### src/rtl/reg_file_pkg.sv
// Shared constants and typedefs for the register file and its scoreboard.
// Default widths match the RV32 integer register file.
package reg_file_pkg;

    localparam int DEF_DATA_W = 32;
    localparam int DEF_ADDR_W = 5;
    localparam int DEF_DEPTH  = 1 << DEF_ADDR_W;

    typedef logic [DEF_ADDR_W-1:0] reg_idx_t;
    typedef logic [DEF_DATA_W-1:0] reg_data_t;
    typedef logic [DEF_ADDR_W:0]   pend_cnt_t;

endpackage

### src/rtl/reg_file_sb_if.sv
// Register-file bus: write port, two read ports and issue/busy scoreboard.
// The pipeline drives through master, the register file sits on slave.
interface reg_file_sb_if
    import reg_file_pkg::*;
#(
    parameter int DATA_W = DEF_DATA_W,
    parameter int ADDR_W = DEF_ADDR_W
);

    logic              RegWrite;
    logic [ADDR_W-1:0] WN;
    logic [DATA_W-1:0] WD;
    logic [ADDR_W-1:0] RN1;
    logic [ADDR_W-1:0] RN2;
    logic [DATA_W-1:0] RD1;
    logic [DATA_W-1:0] RD2;
    logic              issue_valid;
    logic [ADDR_W-1:0] issue_rd;
    logic              busy1;
    logic              busy2;
    logic [ADDR_W:0]   pend_cnt;

    modport master (
        output RegWrite, WN, WD, RN1, RN2,
        output issue_valid, issue_rd,
        input  RD1, RD2, busy1, busy2, pend_cnt
    );

    modport slave (
        input  RegWrite, WN, WD, RN1, RN2,
        input  issue_valid, issue_rd,
        output RD1, RD2, busy1, busy2, pend_cnt
    );

endinterface

### src/rtl/reg_scoreboard.sv
// Busy-bit scoreboard: one pending-result flag per register index.
// Issue sets, write-back clears; a same-cycle issue beats the clear.
module reg_scoreboard
    import reg_file_pkg::*;
#(
    parameter int ADDR_W = DEF_ADDR_W,
    parameter bit BYPASS = 1'b1
) (
    input  logic              clk,
    input  logic              rst,
    input  logic              reg_write,
    input  logic [ADDR_W-1:0] wn,
    input  logic              issue_valid,
    input  logic [ADDR_W-1:0] issue_rd,
    input  logic [ADDR_W-1:0] rn1,
    input  logic [ADDR_W-1:0] rn2,
    output logic              busy1,
    output logic              busy2,
    output logic [ADDR_W:0]   pend_cnt
);

    localparam int DEPTH = 1 << ADDR_W;

    logic [DEPTH-1:0] busy_q;
    logic [DEPTH-1:0] busy_d;
    logic             wr_hit;

    assign wr_hit = reg_write && (wn != '0);

    function automatic logic [ADDR_W:0] popcnt(input logic [DEPTH-1:0] v);
        logic [ADDR_W:0] c;
        c = '0;
        for (int i = 0; i < DEPTH; i++) begin
            c = c + {{ADDR_W{1'b0}}, v[i]};
        end
        return c;
    endfunction

    // Next busy vector: clear on write-back, then set on issue.
    always_comb begin
        busy_d = busy_q;
        if (wr_hit) begin
            busy_d[wn] = 1'b0;
        end
        if (issue_valid && (issue_rd != '0)) begin
            busy_d[issue_rd] = 1'b1;
        end
        busy_d[0] = 1'b0;
    end

    // Register busy bits and their population count together.
    always_ff @(posedge clk) begin
        if (rst) begin
            busy_q   <= '0;
            pend_cnt <= '0;
        end else begin
            busy_q   <= busy_d;
            pend_cnt <= popcnt(busy_d);
        end
    end

    // A result being written this cycle is no longer pending for readers.
    always_comb begin
        busy1 = busy_q[rn1];
        busy2 = busy_q[rn2];
        if (BYPASS && wr_hit && (wn == rn1)) begin
            busy1 = 1'b0;
        end
        if (BYPASS && wr_hit && (wn == rn2)) begin
            busy2 = 1'b0;
        end
    end

endmodule

### src/rtl/reg_file_sb.sv
// Two-read/one-write register file with x0 hardwired to zero,
// optional write-to-read bypass and a busy scoreboard.
module reg_file_sb
    import reg_file_pkg::*;
#(
    parameter int DATA_W = DEF_DATA_W,
    parameter int ADDR_W = DEF_ADDR_W,
    parameter bit BYPASS = 1'b1
) (
    input  logic        clk,
    input  logic        rst,
    reg_file_sb_if.slave bus
);

    localparam int DEPTH = 1 << ADDR_W;

    logic [DATA_W-1:0] mem [DEPTH];
    logic              wr_en;

    assign wr_en = bus.RegWrite && (bus.WN != '0);

    // Storage update; reset clears every entry, index 0 is never written.
    always_ff @(posedge clk) begin
        if (rst) begin
            for (int i = 0; i < DEPTH; i++) begin
                mem[i] <= '0;
            end
        end else if (wr_en) begin
            mem[bus.WN] <= bus.WD;
        end
    end

    // Combinational read ports with optional same-cycle forwarding.
    always_comb begin
        bus.RD1 = mem[bus.RN1];
        bus.RD2 = mem[bus.RN2];
        if (BYPASS && wr_en && (bus.WN == bus.RN1)) begin
            bus.RD1 = bus.WD;
        end
        if (BYPASS && wr_en && (bus.WN == bus.RN2)) begin
            bus.RD2 = bus.WD;
        end
        if (bus.RN1 == '0) begin
            bus.RD1 = '0;
        end
        if (bus.RN2 == '0) begin
            bus.RD2 = '0;
        end
    end

    reg_scoreboard #(
        .ADDR_W (ADDR_W),
        .BYPASS (BYPASS)
    ) u_sb (
        .clk         (clk),
        .rst         (rst),
        .reg_write   (bus.RegWrite),
        .wn          (bus.WN),
        .issue_valid (bus.issue_valid),
        .issue_rd    (bus.issue_rd),
        .rn1         (bus.RN1),
        .rn2         (bus.RN2),
        .busy1       (bus.busy1),
        .busy2       (bus.busy2),
        .pend_cnt    (bus.pend_cnt)
    );

endmodule
### src/flat_wrapper.sv
// flat-port wrapper written by rule: the top's interface ports become plain ports
module reg_file_sb_flat import reg_file_pkg::*;
#(
    parameter int DATA_W = DEF_DATA_W,
    parameter int ADDR_W = DEF_ADDR_W,
    parameter bit BYPASS = 1'b1
)
  (clk, rst, bus_RegWrite, bus_WN, bus_WD, bus_RN1, bus_RN2, bus_issue_valid, bus_issue_rd, bus_RD1, bus_RD2, bus_busy1, bus_busy2, bus_pend_cnt);
  reg_file_sb_if #(.DATA_W(DATA_W), .ADDR_W(ADDR_W)) bus_i ();
  input  logic clk;
  input  logic rst;
  input wire logic [$bits(bus_i.RegWrite)-1:0] bus_RegWrite;
  input wire logic [$bits(bus_i.WN)-1:0] bus_WN;
  input wire logic [$bits(bus_i.WD)-1:0] bus_WD;
  input wire logic [$bits(bus_i.RN1)-1:0] bus_RN1;
  input wire logic [$bits(bus_i.RN2)-1:0] bus_RN2;
  input wire logic [$bits(bus_i.issue_valid)-1:0] bus_issue_valid;
  input wire logic [$bits(bus_i.issue_rd)-1:0] bus_issue_rd;
  output wire logic [$bits(bus_i.RD1)-1:0] bus_RD1;
  output wire logic [$bits(bus_i.RD2)-1:0] bus_RD2;
  output wire logic [$bits(bus_i.busy1)-1:0] bus_busy1;
  output wire logic [$bits(bus_i.busy2)-1:0] bus_busy2;
  output wire logic [$bits(bus_i.pend_cnt)-1:0] bus_pend_cnt;
  assign bus_i.RegWrite = bus_RegWrite;
  assign bus_i.WN = bus_WN;
  assign bus_i.WD = bus_WD;
  assign bus_i.RN1 = bus_RN1;
  assign bus_i.RN2 = bus_RN2;
  assign bus_i.issue_valid = bus_issue_valid;
  assign bus_i.issue_rd = bus_issue_rd;
  assign bus_RD1 = bus_i.RD1;
  assign bus_RD2 = bus_i.RD2;
  assign bus_busy1 = bus_i.busy1;
  assign bus_busy2 = bus_i.busy2;
  assign bus_pend_cnt = bus_i.pend_cnt;
  reg_file_sb #(.DATA_W(DATA_W), .ADDR_W(ADDR_W), .BYPASS(BYPASS)) u_core (.clk(clk), .rst(rst), .bus(bus_i));
endmodule
### config.mk
export PLATFORM = sky130hd
export DESIGN_NAME = reg_file_sb_flat
export DESIGN_NICKNAME = d
export VERILOG_FILES = /design/src/rtl/reg_file_pkg.sv /design/src/rtl/reg_file_sb_if.sv /design/src/rtl/reg_scoreboard.sv /design/src/rtl/reg_file_sb.sv /design/src/flat_wrapper.sv
export SDC_FILE = /design/constraint.sdc
export NUM_CORES = 2
export LEC_CHECK = 0
export CAP_MARGIN = 15
export CORE_ASPECT_RATIO = 1.4
export CORE_MARGIN = 2
export CORE_UTILIZATION = 35
export CTS_CLUSTER_DIAMETER = 60
export DETAILED_ROUTE_END_ITERATION = 7
export DONT_BUFFER_PORTS = 1
export PLACE_DENSITY = 0.47
export SKIP_CTS_REPAIR_TIMING = 1
export SYNTH_ARGS = -nofsm -noshare
export SYNTH_HDL_FRONTEND = slang
export SYNTH_HIERARCHICAL = 1
export SYNTH_SLANG_ARGS = --single-unit
### constraint.sdc
create_clock -name clk -period 19.5 [get_ports clk]
set_input_delay 5.85 -clock clk [delete_from_list [all_inputs] [get_ports clk]]
set_output_delay 5.85 -clock clk [all_outputs]
set_load 0.03 [all_outputs]
Word level (Yosys, flattened, before mapping). Memory sizes are Yosys's and may differ from the RTL's. Index checks and enable logic that the tools add are counted.

Add/subtract/negate cells: 30. $lt $le $gt $ge: 6. Eq/ne operators: 2. Multiplexer cells: 24. Bitwise operators: 3. Reduce and logical (&&, ||, !) cells: 11.

Operator list (count): $mux 32 (7); $add 6x1->6 (25); $and 32x32->32 (1); $not 32->32 (1); $or 32x32->32 (1); $reduce_or 32->1 (1); $lt 5x6->1 const B (4); $mux 1 (12); $bmux 1 s5 (2); $demux 1 s5 (2); $eq 5x5->1 (2); $ge 5x1->1 const B (2); $logic_not 5->1 (2); $reduce_bool 5->1 (2); $add 5x1->6 (1); $logic_and 1x1->1 (6); $add 4x1->5 (1); $mux 5 (1); $add 3x1->4 (1); $add 2x1->3 (1); $add 1x1->2 (1).

Bits in registers: 38. Memory bits (writable): 1024. Bits of input ports: 56. Output and inout port bits: 72. Logic and storage cells: 80. Memories: 1.

Memory list: u_core.mem (words 32, bits a word 32, read ports 2, clocked after Yosys merged registers in 0, wr ports 32, line reg_file_sb.sv:17) `logic [DATA_W-1:0] mem [DEPTH];`.

Logic depth before layout (Yosys ltp).
Depth after elaboration: 39. Depth in mapped cells: 20. Gate-level depth less buffers: 19.

Cells and area by module. Netlist, hierarchy kept.

Modules (own cells, without submodules): reg_file_sb (times used 1, cells an instance 3918, area an instance 55723.4 sq um, sequential area each 30749.5 sq um); reg_scoreboard (times used 1, cells an instance 323, area an instance 3037.9 sq um, sequential area each 740.7 sq um).

Least setup slack after synthesis. Ideal clock, no wire load.

Kind: input port to output port. From: in bus_RN2[0]. To: out bus_RD2[0]. Arrival time: 7846 ps. Data required time: 13650 ps. Setup slack: 5804 ps. Cell stages on the path: 9. Buffers on the path: 5. Cells stage by stage: buf_6 buf_6 buf_6 buf_6 buf_6 mux2i_1 a221oi_1 a21oi_1 o32ai_1.

Longest elaborated chain between the ends: 4. Elaborated cells on any way between the ends: 6. Those cells by class: 1 x eq/ne; 2 x mux; 2 x reduce/logical; 1 x memory.

Ends and longest elaborated chain: start, declared (line flat_wrapper.sv:16) `input wire logic [$bits(bus_i.RN2)-1:0] bus_RN2;`; branches (longest 3 deep; another with $mem_v2 32x32); $mux 32 (*) (line reg_file_sb.sv:46) `if (bus.RN2 == '0) begin`; end, declared (line flat_wrapper.sv:20) `output wire logic [$bits(bus_i.RD2)-1:0] bus_RD2;`.

Every way passes the cells marked *.

Worst setup path in the final report.
From: in bus_RN2[0]. To: out bus_RD2[21].

The elaborated chain is that of the path after synthesis.

==> flow_metrics.tcl <==
set metrics [dict create \
    cts_buffers 115 \
    htreeDepth 3 \
    grt_pass1_vias 39600 \
    tightestPinTransition_ps 1940 \
    num_vias 39500 \
    p_leak_nw 22.3 \
    p_sw_w 0.00145 \
    drc 0 \
    multi_input_area_um2 25500 \
    drtIter0Drc 5437 \
    placed_area_um2 60600 \
    synth-edff-count 1024 \
    syn_to_final_growth_pct 9.57 \
    clockBufferDepth 3 \
    finClkSkew_ps 4.24 \
    core_um2 167000 \
    grt_max_degree 354 \
    yosys_warnings 6 \
    ant_nets 0 \
    drt_pass1_iterations 5 \
    combPwrFrac 0.115 \
    grt_usage 0.292 \
    ys_seq_area_frac 0.536 \
    violations "slew limit" \
    worst-setup-path-type "input port to primary output" \
    grt_pass1_wl_um 340000 \
    drive_above_1_share 0.185 \
    clock_latency_ps 770 \
    cellPowerDensity_nw_per_um2 86.6 \
    seqPwrFrac 0.482 \
    final_cells 6381 \
    tns_ps 0 \
    cts.sinks 1061 \
    yosysUniqueCellTypes 82 \
    syn_area_um2 58800 \
    nets 4122 \
    io_pins 128 \
    rsz0062_at_grt "false" \
    ys_seq_elements 1061 \
    post-dp-hpwl_um 134000 \
    layout_common_cells "edfxtp_1 (1024), and2_1 (972), mux4_2 (363), mux2i_1 (337), nand2_1 (168)" \
    hold_class "flop to flop" \
    hold_violations 0 \
    cp.required_ps 13650 \
    outcome "finished, violations left" \
    tritoncts "done" \
    crit_path_start_kind "input port" \
    r2r_start "u_core/u_sb/busy_q[30]$_SDFF_PP0_" \
    wl_um 252000 \
    fin_crit_ps 15250 \
    fillers 15600 \
    slew_viol_final 228 \
    gp_congestion 0.839 \
    arrival_ps 9400 \
    cts_root_buf "clkbuf_16" \
    port-buffer-count 0 \
    clkPwrFrac 0.404 \
    hold_start "u_core/u_sb/busy_q[12]$_SDFF_PP0_" \
    rows 177 \
    clk_pin_slew_worst_paths_ps 60 \
    ys.flop_type "edfxtp_1" \
    grt_remaining_overflow 0 \
    drv_cap 0 \
    design_area_um2 64400 \
    regArea_um2 31500 \
    startpoint "bus_RN2[0]" \
    initial_utilization 0.353 \
    peakVddDrop_uv 78.4 \
    antenna_found_initial 35 \
    setup_viol 0 \
    final_util 0.387 \
    fmax_mhz 65.6 \
    avgSynthCellArea_um2 13.9 \
    p_int_w 0.00413 \
    post_drt_wl_per_cell_um 39.5 \
    synthArstFlopShare 0 \
    path_max_fanout 353 \
    post-place-cells 6154 \
    slew_headroom -0.296 \
    sw_frac_of_total 0.260 \
    final_common_cell "edfxtp_1" \
    vias_per_cell 6.18 \
    min_period_over_period 0.782 \
    crit_path_end_kind "primary output" \
    die_area_um2 171000 \
    die_h_um 489 \
    die_w_um 350 \
    syn_inst 4241 \
]
-- metrics by stage --
stage | power (W) | hold slack [ps] | worst slack, ps
final | 0.00557 | 503 | 4250
after detailed placement | 0.00336 | 493 | 4670
after floorplan | 0.00319 | 459 | 5800
after CTS | 0.00559 | 502 | 4680
after global placement | 0.00335 | 487 | 4710
after global routing | 0.00571 | 516 | 4620
-- cells in the mapped netlist, types with 13 or more instances --
cell type,instances,area share
nor3_1,45,0.0038
mux2_2,38,0.0073
fa_1,23,0.0078
o22ai_1,37,0.0039
o21ai_0,30,0.0026
buf_2,64,0.0055
or2_2,34,0.0036
a32o_1,35,0.0060
buf_4,21,0.0027
nand2_1,168,0.011
a22o_1,13,0.0019
a211oi_1,46,0.0059
nand3_1,13,0.0011
xnor2_1,15,0.0022
o221ai_1,33,0.0049
nor2b_1,20,0.0021
buf_6,34,0.0065
a21oi_1,87,0.0074
dfxtp_1,37,0.013
clkbuf_1,307,0.020
a221oi_1,38,0.0057
mux4_2,363,0.14
mux2i_1,337,0.057
and3_1,20,0.0021
a22oi_1,85,0.011
and2_1,973,0.10
mux4_1,16,0.0072
edfxtp_1,1024,0.52
inv_1,32,0.0020
nor2_1,85,0.0054
-- sequential cells by signal, summed over array words and instances (netlist names) --
name and flops:
u_core/u_sb/busy_q 31, u_core/u_sb/pend_cnt 6, u_core/mem 1024
-- cell families (layout without fill, tap and decap cells) --
group / after synthesis / count (layout) / synth area share
fa+ha+maj: 32 / 32 / 0.00975
xor+xnor: 21 / 21 / 0.00313
buf+inv: 472 / 328 / 0.0375
other cells: 1 / 48 / 0.0000638
mux: 756 / 756 / 0.212
simple gates: 1427 / 1427 / 0.142
flops: 1061 / 1061 / 0.536
compound gates: 471 / 471 / 0.0603
-- power by group through the flow --
stage          clock [W]  sequential [W]  combinational (W)
2_1_floorplan          0         0.00271           0.000484
3_3_place_gp           0         0.00273           0.000626
3_5_place_dp           0         0.00273           0.000623
4_1_cts          0.00228         0.00268           0.000626
5_1_grt          0.00236         0.00270           0.000654
6_report         0.00225         0.00269           0.000639
-- critical path, stage by stage --
cell and delay (ps):
mux4_2 1070, nor2_1 140, a211oi_1 80, a211oi_1 1050, nor2_1 420
-- path summary, 6_finish.rpt --
| path | to | slack [ps] | cells after the start |
|---|---|---|---|
| setup reg to reg | u_core/u_sb/pend_cnt[4]$_SDFF_PP0_ | 14370 | 15 |
| hold / removal | u_core/u_sb/busy_q[12]$_SDFF_PP0_ | 500 | 2 |
| hold reg to reg | u_core/u_sb/busy_q[12]$_SDFF_PP0_ | 500 | 2 |
| setup / recovery | bus_RD2[21] | 4250 | 5 |
-- final cells by class --
cell class | count | area share
Inverter | 33 | 0.00194
Sequential cell | 1061 | 0.489
Clock inverter | 76 | 0.0114
Clock buffer | 135 | 0.0468
Timing Repair Buffer | 84 | 0.00985
Tap cell | 2237 | 0.0435
Multi-Input combinational cell | 2739 | 0.397
Antenna cell | 16 | 0.000622
-- per-layer routing --
| metal | vias up | global-route usage | part of all wire |
|---|---|---|---|
| li1 | 15700 | - | - |
| met1 | 21000 | 0.382 | 0.39 |
| met2 | 2263 | 0.478 | 0.48 |
| met3 | 497 | 0.0593 | 0.094 |
| met4 | 2 | 0.112 | 0.042 |
| met5 | - | 0 | 0.000052 |
Note: power is estimated with default switching activity, not from simulation.
